$ cat src/rtl/alu_seq_unit.sv
// Registered accumulator ALU with start/done handshake, Z/N/C flags and
// multi-cycle serial shifts and shift-add multiply.
module alu_seq_unit #(
  parameter  int WIDTH = 8,
  localparam int SHW   = $clog2(WIDTH)
) (
  input  logic             Clk,
  input  logic             Rst_n,
  input  logic             Start,
  input  logic [3:0]       ALU_OP,
  input  logic [WIDTH-1:0] BusOut,
  input  logic             Load_AC,
  output logic [WIDTH-1:0] AC,
  output logic             Z,
  output logic             N,
  output logic             C,
  output logic             Busy,
  output logic             Done
);

  localparam int CW = SHW + 1;

  localparam logic [3:0] OP_PASS = 4'd0;
  localparam logic [3:0] OP_ADD  = 4'd1;
  localparam logic [3:0] OP_SUB  = 4'd2;
  localparam logic [3:0] OP_AND  = 4'd3;
  localparam logic [3:0] OP_OR   = 4'd4;
  localparam logic [3:0] OP_XOR  = 4'd5;
  localparam logic [3:0] OP_NOT  = 4'd6;
  localparam logic [3:0] OP_INC  = 4'd7;
  localparam logic [3:0] OP_SHL  = 4'd8;
  localparam logic [3:0] OP_SHR  = 4'd9;
  localparam logic [3:0] OP_MUL  = 4'd10;

  typedef enum logic [1:0] {IDLE, SHIFT, MUL} state_t;

  state_t             state;
  logic [CW-1:0]      cnt;
  logic               shift_left;
  logic [WIDTH-1:0]   work;
  logic [WIDTH-1:0]   mplier;
  logic [2*WIDTH-1:0] mcand;
  logic [2*WIDTH-1:0] prod;

  logic [WIDTH:0]     add_sum;
  logic [WIDTH:0]     sub_diff;
  logic [WIDTH:0]     inc_sum;
  logic [WIDTH-1:0]   sc_res;
  logic               sc_c;
  logic [SHW-1:0]     shamt;
  logic [WIDTH-1:0]   step_res;
  logic               step_out;
  logic [2*WIDTH-1:0] mul_sum;

  always_comb begin
    add_sum  = {1'b0, AC} + {1'b0, BusOut};
    sub_diff = {1'b0, AC} - {1'b0, BusOut};
    inc_sum  = {1'b0, AC} + (WIDTH+1)'(1);
    shamt    = BusOut[SHW-1:0];
    // Shifts by zero fall through here: AC unchanged, C cleared.
    sc_res   = AC;
    sc_c     = 1'b0;
    case (ALU_OP)
      OP_PASS: sc_res = BusOut;
      OP_ADD:  {sc_c, sc_res} = add_sum;
      OP_SUB:  {sc_c, sc_res} = sub_diff;
      OP_AND:  sc_res = AC & BusOut;
      OP_OR:   sc_res = AC | BusOut;
      OP_XOR:  sc_res = AC ^ BusOut;
      OP_NOT:  sc_res = ~AC;
      OP_INC:  {sc_c, sc_res} = inc_sum;
      default: ;
    endcase

    if (shift_left) begin
      step_res = {work[WIDTH-2:0], 1'b0};
      step_out = work[WIDTH-1];
    end else begin
      step_res = {1'b0, work[WIDTH-1:1]};
      step_out = work[0];
    end

    mul_sum = prod + (mplier[0] ? mcand : '0);
  end

  always_ff @(posedge Clk) begin
    if (!Rst_n) begin
      state      <= IDLE;
      AC         <= '0;
      Z          <= 1'b0;
      N          <= 1'b0;
      C          <= 1'b0;
      Busy       <= 1'b0;
      Done       <= 1'b0;
      cnt        <= '0;
      shift_left <= 1'b0;
      work       <= '0;
      mplier     <= '0;
      mcand      <= '0;
      prod       <= '0;
    end else begin
      Done <= 1'b0;
      case (state)
        IDLE: begin
          if (Start) begin
            if (ALU_OP > OP_MUL) begin
              Done <= 1'b1;
            end else if (ALU_OP == OP_MUL) begin
              state  <= MUL;
              Busy   <= 1'b1;
              cnt    <= CW'(WIDTH);
              mcand  <= {{WIDTH{1'b0}}, AC};
              mplier <= BusOut;
              prod   <= '0;
            end else if ((ALU_OP == OP_SHL || ALU_OP == OP_SHR) && shamt != '0) begin
              state      <= SHIFT;
              Busy       <= 1'b1;
              cnt        <= {1'b0, shamt};
              shift_left <= (ALU_OP == OP_SHL);
              work       <= AC;
            end else begin
              AC   <= sc_res;
              C    <= sc_c;
              Z    <= (sc_res == '0);
              N    <= sc_res[WIDTH-1];
              Done <= 1'b1;
            end
          end else if (Load_AC) begin
            AC <= BusOut;
          end
        end

        SHIFT: begin
          // The final step commits straight from the combinational shifter.
          if (cnt == CW'(1)) begin
            AC    <= step_res;
            C     <= step_out;
            Z     <= (step_res == '0);
            N     <= step_res[WIDTH-1];
            Busy  <= 1'b0;
            Done  <= 1'b1;
            state <= IDLE;
          end else begin
            work <= step_res;
          end
          cnt <= cnt - CW'(1);
        end

        MUL: begin
          mcand  <= mcand << 1;
          mplier <= mplier >> 1;
          prod   <= mul_sum;
          cnt    <= cnt - CW'(1);
          if (cnt == CW'(1)) begin
            AC    <= mul_sum[WIDTH-1:0];
            C     <= |mul_sum[2*WIDTH-1:WIDTH];
            Z     <= (mul_sum[WIDTH-1:0] == '0);
            N     <= mul_sum[WIDTH-1];
            Busy  <= 1'b0;
            Done  <= 1'b1;
            state <= IDLE;
          end
        end

        default: state <= IDLE;
      endcase
    end
  end

endmodule

$ cat config.mk
export PLATFORM = sky130hd
export DESIGN_NAME = alu_seq_unit
export DESIGN_NICKNAME = d
export VERILOG_FILES = /design/src/rtl/alu_seq_unit.sv
export SDC_FILE = /design/constraint.sdc
export NUM_CORES = 1
export LEC_CHECK = 0
export ABC_AREA = 1
export CAP_MARGIN = 20
export CORE_ASPECT_RATIO = 0.8
export CORE_MARGIN = 3
export CORE_UTILIZATION = 30
export DETAILED_ROUTE_END_ITERATION = 16
export GPL_TIMING_DRIVEN = 0
export PLACE_DENSITY = 0.53
export SYNTH_ARGS = -nofsm -noshare
export SYNTH_HDL_FRONTEND = slang
export SYNTH_SLANG_ARGS = --single-unit
$ cat constraint.sdc
create_clock -name Clk -period 3.4 [get_ports Clk]
set_input_delay 0.51 -clock Clk [delete_from_list [all_inputs] [get_ports Clk]]
set_output_delay 0.51 -clock Clk [all_outputs]
set_load 0.01 [all_outputs]
==> summary.md, run 1 <==
| Metric | Value |
|---|---|
| Status | `finished clean` |
| Layout cells sized above 1 | `6.92%` |
| Minimum clock period | `3.07 ns` |
| Post-cts resize count | `0` |
| RePlAce Congestion | `0.897` |
| Critical Path Slowest Stage Cell | `clkbuf_1` |
| Root Buffer | `clkbuf_16` |
| WS Path Type | `register to register` |
| Clk buf depth | `2` |
| Critical path cell sequence | `clkbuf_1 > clkbuf_1 > nand2_1 > inv_1 > ha_1 > or2_2 > nand3_1 > nand2_1 > xnor2_1 > or2_1 > a21oi_1 > nor2_1 > a21oi_1` |
| Via count | `6409` |
| Area leader, netlist | `dfxtp_1` |
| Max-Cap Viols | `0` |
| First-pass GRT wire length | `31800 µm` |
| Die H | `132 µm` |
| Total gr overflow | `0` |
| Clk_lat worst skew | `0.34 ns` |
| Worst reg2reg setup slack | `0.33 ns` |
| Total track usage | `18.5%` |
| Syn_nets | `1049` |
| Synth Register Bits | `68` |
| Synth cell types | `43` |
| Number of flops mapped to enable cells by yosys | `0` |
| # IOs | `29` |
| Top cells by count, synth | `nand2_1, inv_1, nand3_1` |
| FFs w/ async S/R, synth | `0%` |
| Final hold vios | `0` |
| Detailed Routing Iterations Pass 1 | `5` |
| Worst Setup End Kind | `register` |
| Nets | `1087` |
| DRT antenna net count | `0` |
| DP Wirelength | `15800 µm` |
| Total die area | `21500 µm²` |
| CTS tree | `built` |
| Final instance area | `6840 µm²` |
| Post-Route Setup TNS | `0 ns` |
| Hold WC Path Type | `register to register` |
| Num Clock Sinks | `68` |
| Syn. warnings | `0` |
| Slew Limit Headroom | `55.8%` |
| CP peak stage delay | `0.48 ns` |
| Placed Area | `6540 µm²` |
| N_diodes | `0` |
| Vias per cell | `4.99` |
| Die X | `163 µm` |
| Register area share after synthesis | `22.9%` |
| Worst path required time | `3.67 ns` |
| Tightest Pin Transition | `0.663 ns` |
| Yosys top cell area share | `22.9%` |
| Vias in the first global route | `5869` |
| Initial antenna violation count | `0` |
| Effective utilization at floorplan | `30.9%` |
| Crit path DAT | `3.34 ns` |
| Core Area | `19200 µm²` |
| Clock transition at the registers of the reported paths | `0.06 ns` |
| Worst Setup Start Kind | `register` |
| Highest clock rate | `326 MHz` |
| TritonCTS buffer count | `9` |
| Synthesis-to-finish area growth | `15.0%` |
| Final worst path period share | `90.3%` |
| Routed wire per std cell | `15.5 µm` |
| Synth area leaders | `dfxtp_1, nand2_1, ha_1` |
| Slew Limit Fails | `0` |
| Drt drc | `0` |
| Drt total wl | `20000 µm` |
| Unrepaired setup endpoints after global routing | `false` |
| # rows | `45` |
| Number of H-tree levels | `3` |
| Syn_area_per_cell | `6.04 µm²` |
| PortBufs | `27` |
| Worst vdd ir | `0.359 mV` |
| Cell with the most instances after synthesis | `nand2_1` |
| Setup Viol. Count Final | `0` |
| Setup bufs post-CTS | `0` |
| Initial DRC Count | `631` |
| Pwr dens | `658 nW/µm²` |
| Post-Syn Area | `5940 µm²` |
| Most used DFF post-synth | `dfxtp_1` |
| Worst-path maximum fanout | `10` |
| Synth Instances | `983` |
| Pleak | `3.28 nW` |
| Largest net degree at the start of global routing | `14` |
| Cts hold-fix bufs | `0` |
| Clock skew | `0.0119 ns` |
## critical path: cells and delay by family, from the launching register on
family,cells,cell delay (ns)
flops,1,0.31
xor+xnor,1,0.16
buf+inv,3,0.84
compound gates,2,0.46
simple gates,6,0.98
fa+ha+maj,1,0.25
## metal layers
layer	GRT usage [%]	up-vias	part of all wire, %
met1	30.0	2913	53
li1	-	3276	-
met5	0	-	0
met4	2.58	0	0.54
met3	4.49	9	7.9
met2	24.6	211	38
## area by class of cell
type	count	area [µm²]
buffer	34	170
clock buffer	9	225
clock inverter	7	75.1
fill	2106	12400
inverter	135	507
multi-input combinational	746	3900
sequential	68	1360
tap	258	323
timing repair buffer	27	270
## report_power, final
part           switching (mW)  internal, mW  total (mW)
sequential              0.254          1.01        1.26
clock                   0.387         0.572       0.959
combinational            1.48         0.794        2.28
total                    2.13          2.37        4.50
## path summary, 6_finish.rpt
path | start | endpoint | depth (start not counted)
min | prod[9] | prod[9] | 2
min reg2reg | prod[9] | prod[9] | 2
max | mplier[0] | N | 13
max reg2reg | mplier[0] | N | 13
## metrics by stage
stage | total power, mW | hold slack (ns) | setup slack [ns] | utilization (%) | instances
after floorplan | 2.75 | 0.444 | 1.03 | - | 983
after global placement | 3.50 | 0.456 | 0.146 | 34.0 | 1268
after detailed placement | 3.51 | 0.461 | 0.146 | 34.0 | 1268
after CTS | 4.49 | 0.471 | 0.332 | 35.6 | 1284
after global routing | 4.87 | 0.489 | 0.0490 | 35.6 | 1284
final | 4.50 | 0.472 | 0.330 | 35.6 | 1284
## registers in the layout (all words and copies together), names as in the netlist
signal and count:
AC 8, Busy 1, C 1, Done 1, N 1, Z 1, cnt 4, mcand 16
mplier 8, prod 16, shift_left 1, state 2, work 8
## cells in the final DEF, fill, tap and decap left out, types with 3 or more instances in the layout
master | synthesis | layout
nor2_1 | 61 | 61
a31oi_1 | 28 | 28
nand4_1 | 11 | 11
clkinvlp_4 | 0 | 3
nand2_1 | 302 | 302
ha_1 | 47 | 47
nand3_1 | 77 | 77
clkbuf_1 | 17 | 17
nor2_2 | 7 | 7
a21oi_1 | 76 | 76
clkdlybuf4s50_1 | 0 | 27
dfxtp_1 | 68 | 68
nand3b_1 | 6 | 6
nand2_2 | 5 | 5
nor3_1 | 12 | 12
clkbuf_16 | 0 | 9
xor2_1 | 7 | 7
a211oi_1 | 5 | 5
buf_6 | 3 | 3
or2_2 | 5 | 5
o21ai_0 | 67 | 67
inv_1 | 122 | 122
o21ai_1 | 6 | 6
buf_2 | 12 | 12
fa_1 | 3 | 3
inv_2 | 11 | 11
## kinds of logic after synthesis
group | count (synthesis) | synth area share (%)
DFF | 68 | 22.9
adders and majority gates | 50 | 10.9
xor gates and xnor gates | 9 | 1.33
AOI/OAI and AO/OA | 189 | 17.1
muxes | 1 | 0.168
buffers and inverters | 169 | 11.4
and+or+nand+nor | 497 | 36.2
(Power assumes the default switching activity.)
==> inputs of run 2 (changes only) <==
--- a/config.mk
+++ b/config.mk
@@ -7,12 +7,13 @@
 export LEC_CHECK = 0
 export ABC_AREA = 1
 export CAP_MARGIN = 20
-export CORE_ASPECT_RATIO = 0.8
+export CORE_ASPECT_RATIO = 0.9
 export CORE_MARGIN = 3
 export CORE_UTILIZATION = 30
 export DETAILED_ROUTE_END_ITERATION = 16
 export GPL_TIMING_DRIVEN = 0
 export PLACE_DENSITY = 0.53
+export SLEW_MARGIN = 0
 export SYNTH_ARGS = -nofsm -noshare
 export SYNTH_HDL_FRONTEND = slang
 export SYNTH_SLANG_ARGS = --single-unit
==> run 2 against run 1 <==
Sequential share of layout area rose by 0.070 points; register-to-register slack gained 0.098 ns; worst setup slack better by 0.098 ns; non-clock buffer count unchanged; design area decreased by 0.35%; critical path depth unchanged; global-route usage fell by 0.65 points; first-iteration DRC count down 23%; routed wire length down 3.8%.
==> summary.md, run 2 (synthesis gave the netlist of run 1 again) <==
| Metric | Value |
|---|---|
| Root Buffer | `clkbuf_16` |
| Drt total wl | `19200 µm (-3.8%)` |
| Total track usage | `17.9% (-0.65 points)` |
| Post-cts resize count | `0 (unchanged)` |
| Sequential fraction of design power | `28.6% (+0.6 points)` |
| Slew Limit Fails | `0 (unchanged)` |
| Total die area | `21500 µm² (about the same)` |
| Tightest Pin Transition | `0.594 ns (-0.0696 ns)` |
| Worst Setup Start Kind | `input port` |
| Worst r2r dst | `C` |
| Pleak | `3.28 nW (about the same)` |
| Top Registers | `mcand (16), prod (16)` |
| DRT antenna net count | `0 (unchanged)` |
| TritonCTS buffer count | `9 (unchanged)` |
| Core Area | `19300 µm² (+0.72%)` |
| Comb pwr share | `50.8% (about the same)` |
| Clock skew | `0.00991 ns (-0.00203 ns)` |
| Hold WC Path Type | `register to register` |
| Synthesis-to-finish area growth | `14.6%` |
| Cts hold-fix bufs | `0 (unchanged)` |
| Hold Path End | `mcand[15]` |
| Die H | `140 µm (+5.8%)` |
| Highest clock rate | `336 MHz (+3.3%)` |
| Layout cells sized above 1 | `6.92% (unchanged)` |
| Commonest non-fill, non-tap cell in the layout | `nand2_1` |
| Detailed Routing Iterations Pass 1 | `5 (unchanged)` |
| Final Power | `4.40 mW (-2.1%)` |
| Post-Route Setup TNS | `0 ns (unchanged)` |
| Worst path required time | `3.67 ns (about the same)` |
| Worst Hold Depth | `2 (unchanged)` |
| Top Metal Used | `met4` |
| Routed wire per std cell | `15.0 µm (-3.2%)` |
| Most frequent cells in the layout | `nand2_1, inv_1, nand3_1, a21oi_1, dfxtp_1` |
| Total gr overflow | `0 (unchanged)` |
| Status | `finished clean` |
| # rows | `48 (+6.7%)` |
| Initial DRC Count | `489 (-23%)` |
| Die X | `154 µm (-5.5%)` |
| Vias per cell | `4.92 (-1.4%)` |
| Max-Cap Viols | `0 (unchanged)` |
| Minimum clock period | `2.97 ns (-0.0982 ns)` |
| Vias in the first global route | `5908 (+0.66%)` |
| Final hold vios | `0 (unchanged)` |
| Internal power | `2.32 mW (-2.2%)` |
| Nets | `1087 (unchanged)` |
| CTS tree | `built` |
| Fillers | `2117 (+0.52%)` |
| Setup Viol. Count Final | `0 (unchanged)` |
| Wire length on met3 | `930 µm (-41%)` |
| Worst reg2reg path startpoint | `mplier[0]` |
| WS Path Type | `input port to register` |
| Met1 wire length | `10100 µm (-5.4%)` |
| # IOs | `29 (unchanged)` |
| Slew Limit Headroom | `60.4% (+4.6 points)` |
| Clock Power Share | `20.6% (-0.7 points)` |
| R2R depth | `21 (+8)` |
| First-pass GRT wire length | `31200 µm (-2.0%)` |
| Clk buf depth | `2 (unchanged)` |
| Worst Setup End Kind | `register` |
| N_diodes | `0 (unchanged)` |
| Crit path DAT | `3.24 ns (-0.10 ns)` |
| Worst vdd ir | `0.343 mV (-4.5%)` |
| Pwr dens | `646 nW/µm² (-1.8%)` |
| Clk_lat worst skew | `0.34 ns (about the same)` |
| Via count | `6277 (-2.1%)` |
| Setup bufs post-CTS | `0 (unchanged)` |
| Worst-path maximum fanout | `6 (-4)` |
| RePlAce Congestion | `0.906 (+0.97%)` |
| Unrepaired setup endpoints after global routing | `false` |
| Drt drc | `0 (unchanged)` |
| Initial antenna violation count | `0 (unchanged)` |
| Effective utilization at floorplan | `30.7% (-0.22 points)` |
| Final worst path period share | `87.4% (-2.9 points)` |
| Met2 routed wirelength | `8030 µm (+5.4%)` |
| Num Clock Sinks | `68 (unchanged)` |
| Worst reg2reg setup slack | `0.43 ns (+0.10 ns)` |
| PortBufs | `27 (unchanged)` |
| Switching Share | `47.3% (+0.072 points)` |
| Number of H-tree levels | `3 (unchanged)` |
| Switching Power | `2.08 mW (-1.9%)` |
| Largest net degree at the start of global routing | `14 (unchanged)` |
| Min-delay src | `mcand[14]` |
| DP Wirelength | `15300 µm (-3.6%)` |
| Clock transition at the registers of the reported paths | `0.06 ns (about the same)` |
-- run 2: final cells by class --
type / instances / area (µm²) / share of cell area [%]
multi-input combinational: 746 / 3900 / 57.3
sequential: 68 / 1360 / 20.0
inverter: 135 / 507 / 7.44
tap: 250 / 313 / 4.59
timing repair buffer: 27 / 270 / 3.97
clock buffer: 10 / 239 / 3.51
buffer: 34 / 170 / 2.50
clock inverter: 6 / 47.5 / 0.698
-- run 2: metrics by stage --
stage / hold slack [ns] / utilization (%) / std cells / instance area, µm² / worst slack (ns)
final: 0.469 / 35.2 / 1276 / 6810 / 0.428
after global routing: 0.487 / 35.2 / 1276 / 6810 / 0.151
after floorplan: 0.444 / - / 983 / 5940 / 1.03
after CTS: 0.472 / 35.2 / 1276 / 6810 / 0.410
after global placement: 0.456 / 33.7 / 1260 / 6530 / 0.116
after detailed placement: 0.463 / 33.7 / 1260 / 6530 / 0.143
-- run 2: worst max-delay path, cell delays in order --
cell,delay [ns]
clkdlybuf4s50_1,0.62
ha_1,0.37
fa_1,0.46
xor2_1,0.19
nand2_1,0.08
nand2_1,0.05
nor2_1,0.14
nand3_1,0.11
nor2_1,0.14
nand3_1,0.10
nor2_1,0.17
nand4_1,0.15
a21oi_1,0.16
-- run 2: power by group through the flow --
stage	sequential (mW)	clock (mW)	combinational [mW]
floorplan	1.20	0	1.55
global placement	1.28	0	2.21
detailed placement	1.27	0	2.21
CTS	1.26	0.929	2.22
global route	1.29	0.970	2.52
finish	1.26	0.906	2.24
-- run 2: routing by layer --
metal / track usage [%] / vias to the layer above
met5: 0 / -
met4: 3.21 / 0
met3: 3.14 / 14
met2: 26.7 / 162
met1: 27.0 / 2833
li1: - / 3268
-- run 2: how the worst max path moves through the flow --
stage                     endpoint  startpoint  depth (start not counted)
after detailed placement         Z   BusOut[2]                         17
after CTS                        C   mplier[0]                         21
after global routing             C   mplier[0]                         21
final                            Z   BusOut[0]                         13
after floorplan              AC[7]   mplier[0]                         13
after global placement           Z   BusOut[2]                         17
==> inputs of run 3 (changes only) <==
--- a/config.mk
+++ b/config.mk
@@ -8,7 +8,7 @@
 export ABC_AREA = 1
 export CAP_MARGIN = 20
 export CORE_ASPECT_RATIO = 0.9
-export CORE_MARGIN = 3
+export CORE_MARGIN = 10
 export CORE_UTILIZATION = 30
 export DETAILED_ROUTE_END_ITERATION = 16
 export GPL_TIMING_DRIVEN = 0
==> run 3 against run 2 <==
Final cell count about the same; non-clock buffer count unchanged; worst setup slack better by 0.012 ns; clock skew down 0.0023 ns; sequential cell count unchanged; count of clock-buffer cells in the layout unchanged; critical path type is now register to register; highest routed layer unchanged.
==> summary.md, run 3 (synthesis gave the netlist of run 1 again) <==
| Metric | Value |
|---|---|
| # IOs | `29 (unchanged)` |
| DRT antenna net count | `0 (unchanged)` |
| CTS tree | `built` |
| Worst Hold Depth | `2 (unchanged)` |
| Worst r2r dst | `AC[7]` |
| Placed Area | `6530 µm² (unchanged)` |
| Setup Viol. Count Final | `0 (unchanged)` |
| Total die area | `25800 µm² (+20%)` |
| Pleak | `3.27 nW (-0.47%)` |
| Final instance area | `6780 µm² (-0.40%)` |
| Setup bufs post-CTS | `0 (unchanged)` |
| Initial DRC Count | `449 (-8.2%)` |
| Layout cells sized above 1 | `6.73% (-0.19 points)` |
| Largest net degree at the start of global routing | `12 (-2)` |
| Worst reg2reg setup slack | `0.44 ns (about the same)` |
| Worst vdd ir | `0.348 mV (+1.5%)` |
| Nets | `1087 (unchanged)` |
| Critical Path Slowest Stage Cell | `clkbuf_1` |
| Minimum clock period | `2.96 ns (-0.0119 ns)` |
| Grt met3 use | `3.08% (-0.057 points)` |
| TritonCTS buffer count | `9 (unchanged)` |
| Total track usage | `14.8% (-3.0 points)` |
| Worst Setup End Kind | `register` |
| Routed wire per std cell | `15.1 µm (+0.63%)` |
| Drt total wl | `19300 µm (+0.55%)` |
| Synthesis-to-finish area growth | `14.2%` |
| Die H | `154 µm (+10%)` |
| Met2 Use GR | `22.3% (-4.4 points)` |
| Total gr overflow | `0 (unchanged)` |
| Clock skew | `0.00761 ns (-0.00230 ns)` |
| Crit path DAT | `3.24 ns (about the same)` |
| Via count | `6271 (-0.096%)` |
| Worst path required time | `3.67 ns (about the same)` |
| Worst-path maximum fanout | `10 (+4)` |
| Critical path cell sequence | `clkbuf_1 > clkbuf_1 > nand2_1 > inv_1 > ha_1 > or2_2 > nand3_1 > nand2_1 > xnor2_1 > or2_1 > a21oi_1 > nor2_1 > a21oi_1` |
| Detailed Routing Iterations Pass 1 | `5 (unchanged)` |
| Effective utilization at floorplan | `30.7% (unchanged)` |
| # rows | `48 (unchanged)` |
| R2R depth | `13 (-38%)` |
| Post-Route Setup TNS | `0 ns (unchanged)` |
| Pwr dens | `639 nW/µm² (-1.2%)` |
| Status | `finished clean` |
| Highest clock rate | `338 MHz (+0.40%)` |
| Vias in the first global route | `5814 (-1.6%)` |
| Final Power | `4.33 mW (-1.6%)` |
| First-pass GRT wire length | `31300 µm (+0.42%)` |
| Top Registers | `mcand (16), prod (16)` |
| Slew Limit Fails | `0 (unchanged)` |
| Most frequent cells in the layout | `nand2_1, inv_1, nand3_1, a21oi_1, dfxtp_1` |
| PortBufs | `27 (unchanged)` |
| Fillers | `2162 (+2.1%)` |
| Root Buffer | `clkbuf_16` |
| N_diodes | `0 (unchanged)` |
| Clk buf depth | `2 (unchanged)` |
| RePlAce Congestion | `0.928 (+2.4%)` |
| Most Crowded Layer GR | `met2` |
| Commonest non-fill, non-tap cell in the layout | `nand2_1` |
| Num Clock Sinks | `68 (unchanged)` |
| Post-cts resize count | `0 (unchanged)` |
| Initial antenna violation count | `0 (unchanged)` |
| DP Wirelength | `15300 µm (+0.18%)` |
| Vias per cell | `4.92 (about the same)` |
| Hold Path End | `mcand[15]` |
| Tightest Pin Transition | `0.685 ns (+0.0917 ns)` |
| Max-Cap Viols | `0 (unchanged)` |
| Clock transition at the registers of the reported paths | `0.06 ns (about the same)` |
| Number of H-tree levels | `3 (unchanged)` |
| Clk_lat worst skew | `0.34 ns (about the same)` |
| Drt drc | `0 (unchanged)` |
| Unrepaired setup endpoints after global routing | `false` |
| Slew Limit Headroom | `54.3% (-6.1 points)` |
| Final hold vios | `0 (unchanged)` |
| Final worst path period share | `87.1% (-0.35 points)` |
| Worst Setup Start Kind | `register` |
| Core Area | `19300 µm² (unchanged)` |
| Min-delay src | `mcand[15]` |
| Hold WC Path Type | `register to register` |
| Cts hold-fix bufs | `0 (unchanged)` |
| Met1 usage | `21.3% (-5.7 points)` |
| CP peak stage delay | `0.44 ns (-0.18 ns)` |
| Die X | `168 µm (+9.1%)` |
| Worst reg2reg path startpoint | `mplier[0]` |
| WS Path Type | `register to register` |
==> run 3: stage by stage <==
stage	instances	hold WS [ns]	worst slack [ns]	utilization, %
2_1_floorplan	983	0.444	1.03	-
3_3_place_gp	1260	0.455	0.133	33.7
3_5_place_dp	1260	0.459	0.150	33.7
4_1_cts	1275	0.468	0.430	35.1
5_1_grt	1275	0.492	0.118	35.1
6_report	1275	0.468	0.440	35.1
==> run 3: final cells by class <==
class	count	area, µm²	area share [%]
clock inverter	5	30.0	0.443
tap	250	313	4.61
clock buffer	10	229	3.38
multi-input combinational	746	3900	57.5
timing repair buffer	27	270	3.98
buffer	34	170	2.51
sequential	68	1360	20.1
inverter	135	507	7.47
==> run 3: metal layers <==
layer / wire [µm] / up-vias
met4: 151 / 0
li1: - / 3275
met3: 1150 / 13
met2: 8180 / 152
met5: 0 / -
met1: 9830 / 2831
==> run 3: how the worst max path moves through the flow <==
stage | cells past startpoint | startpoint | end | slack [ns]
after floorplan | 13 | mplier[0] | AC[7] | 1.03
after global placement | 17 | BusOut[2] | Z | 0.13
after detailed placement | 17 | BusOut[2] | Z | 0.15
after CTS | 13 | mplier[0] | AC[7] | 0.43
after global routing | 18 | mplier[0] | C | 0.12
final | 13 | mplier[0] | AC[7] | 0.44
==> run 3: worst max-delay path: cells and delay by family, from the launching register on <==
family,cells,cell delay (ns)
AO/OA/AOI/OAI,2,0.35
adder cells (fa/ha/maj),1,0.25
buffers and inverters,3,0.83
flip-flops,1,0.30
XOR/XNOR,1,0.17
AND/OR/NAND/NOR,6,0.98
==> run 3: report_power, final <==
group / switching, mW / internal [mW]
sequential: 0.250 / 1.01
clock: 0.361 / 0.485
combinational: 1.44 / 0.793
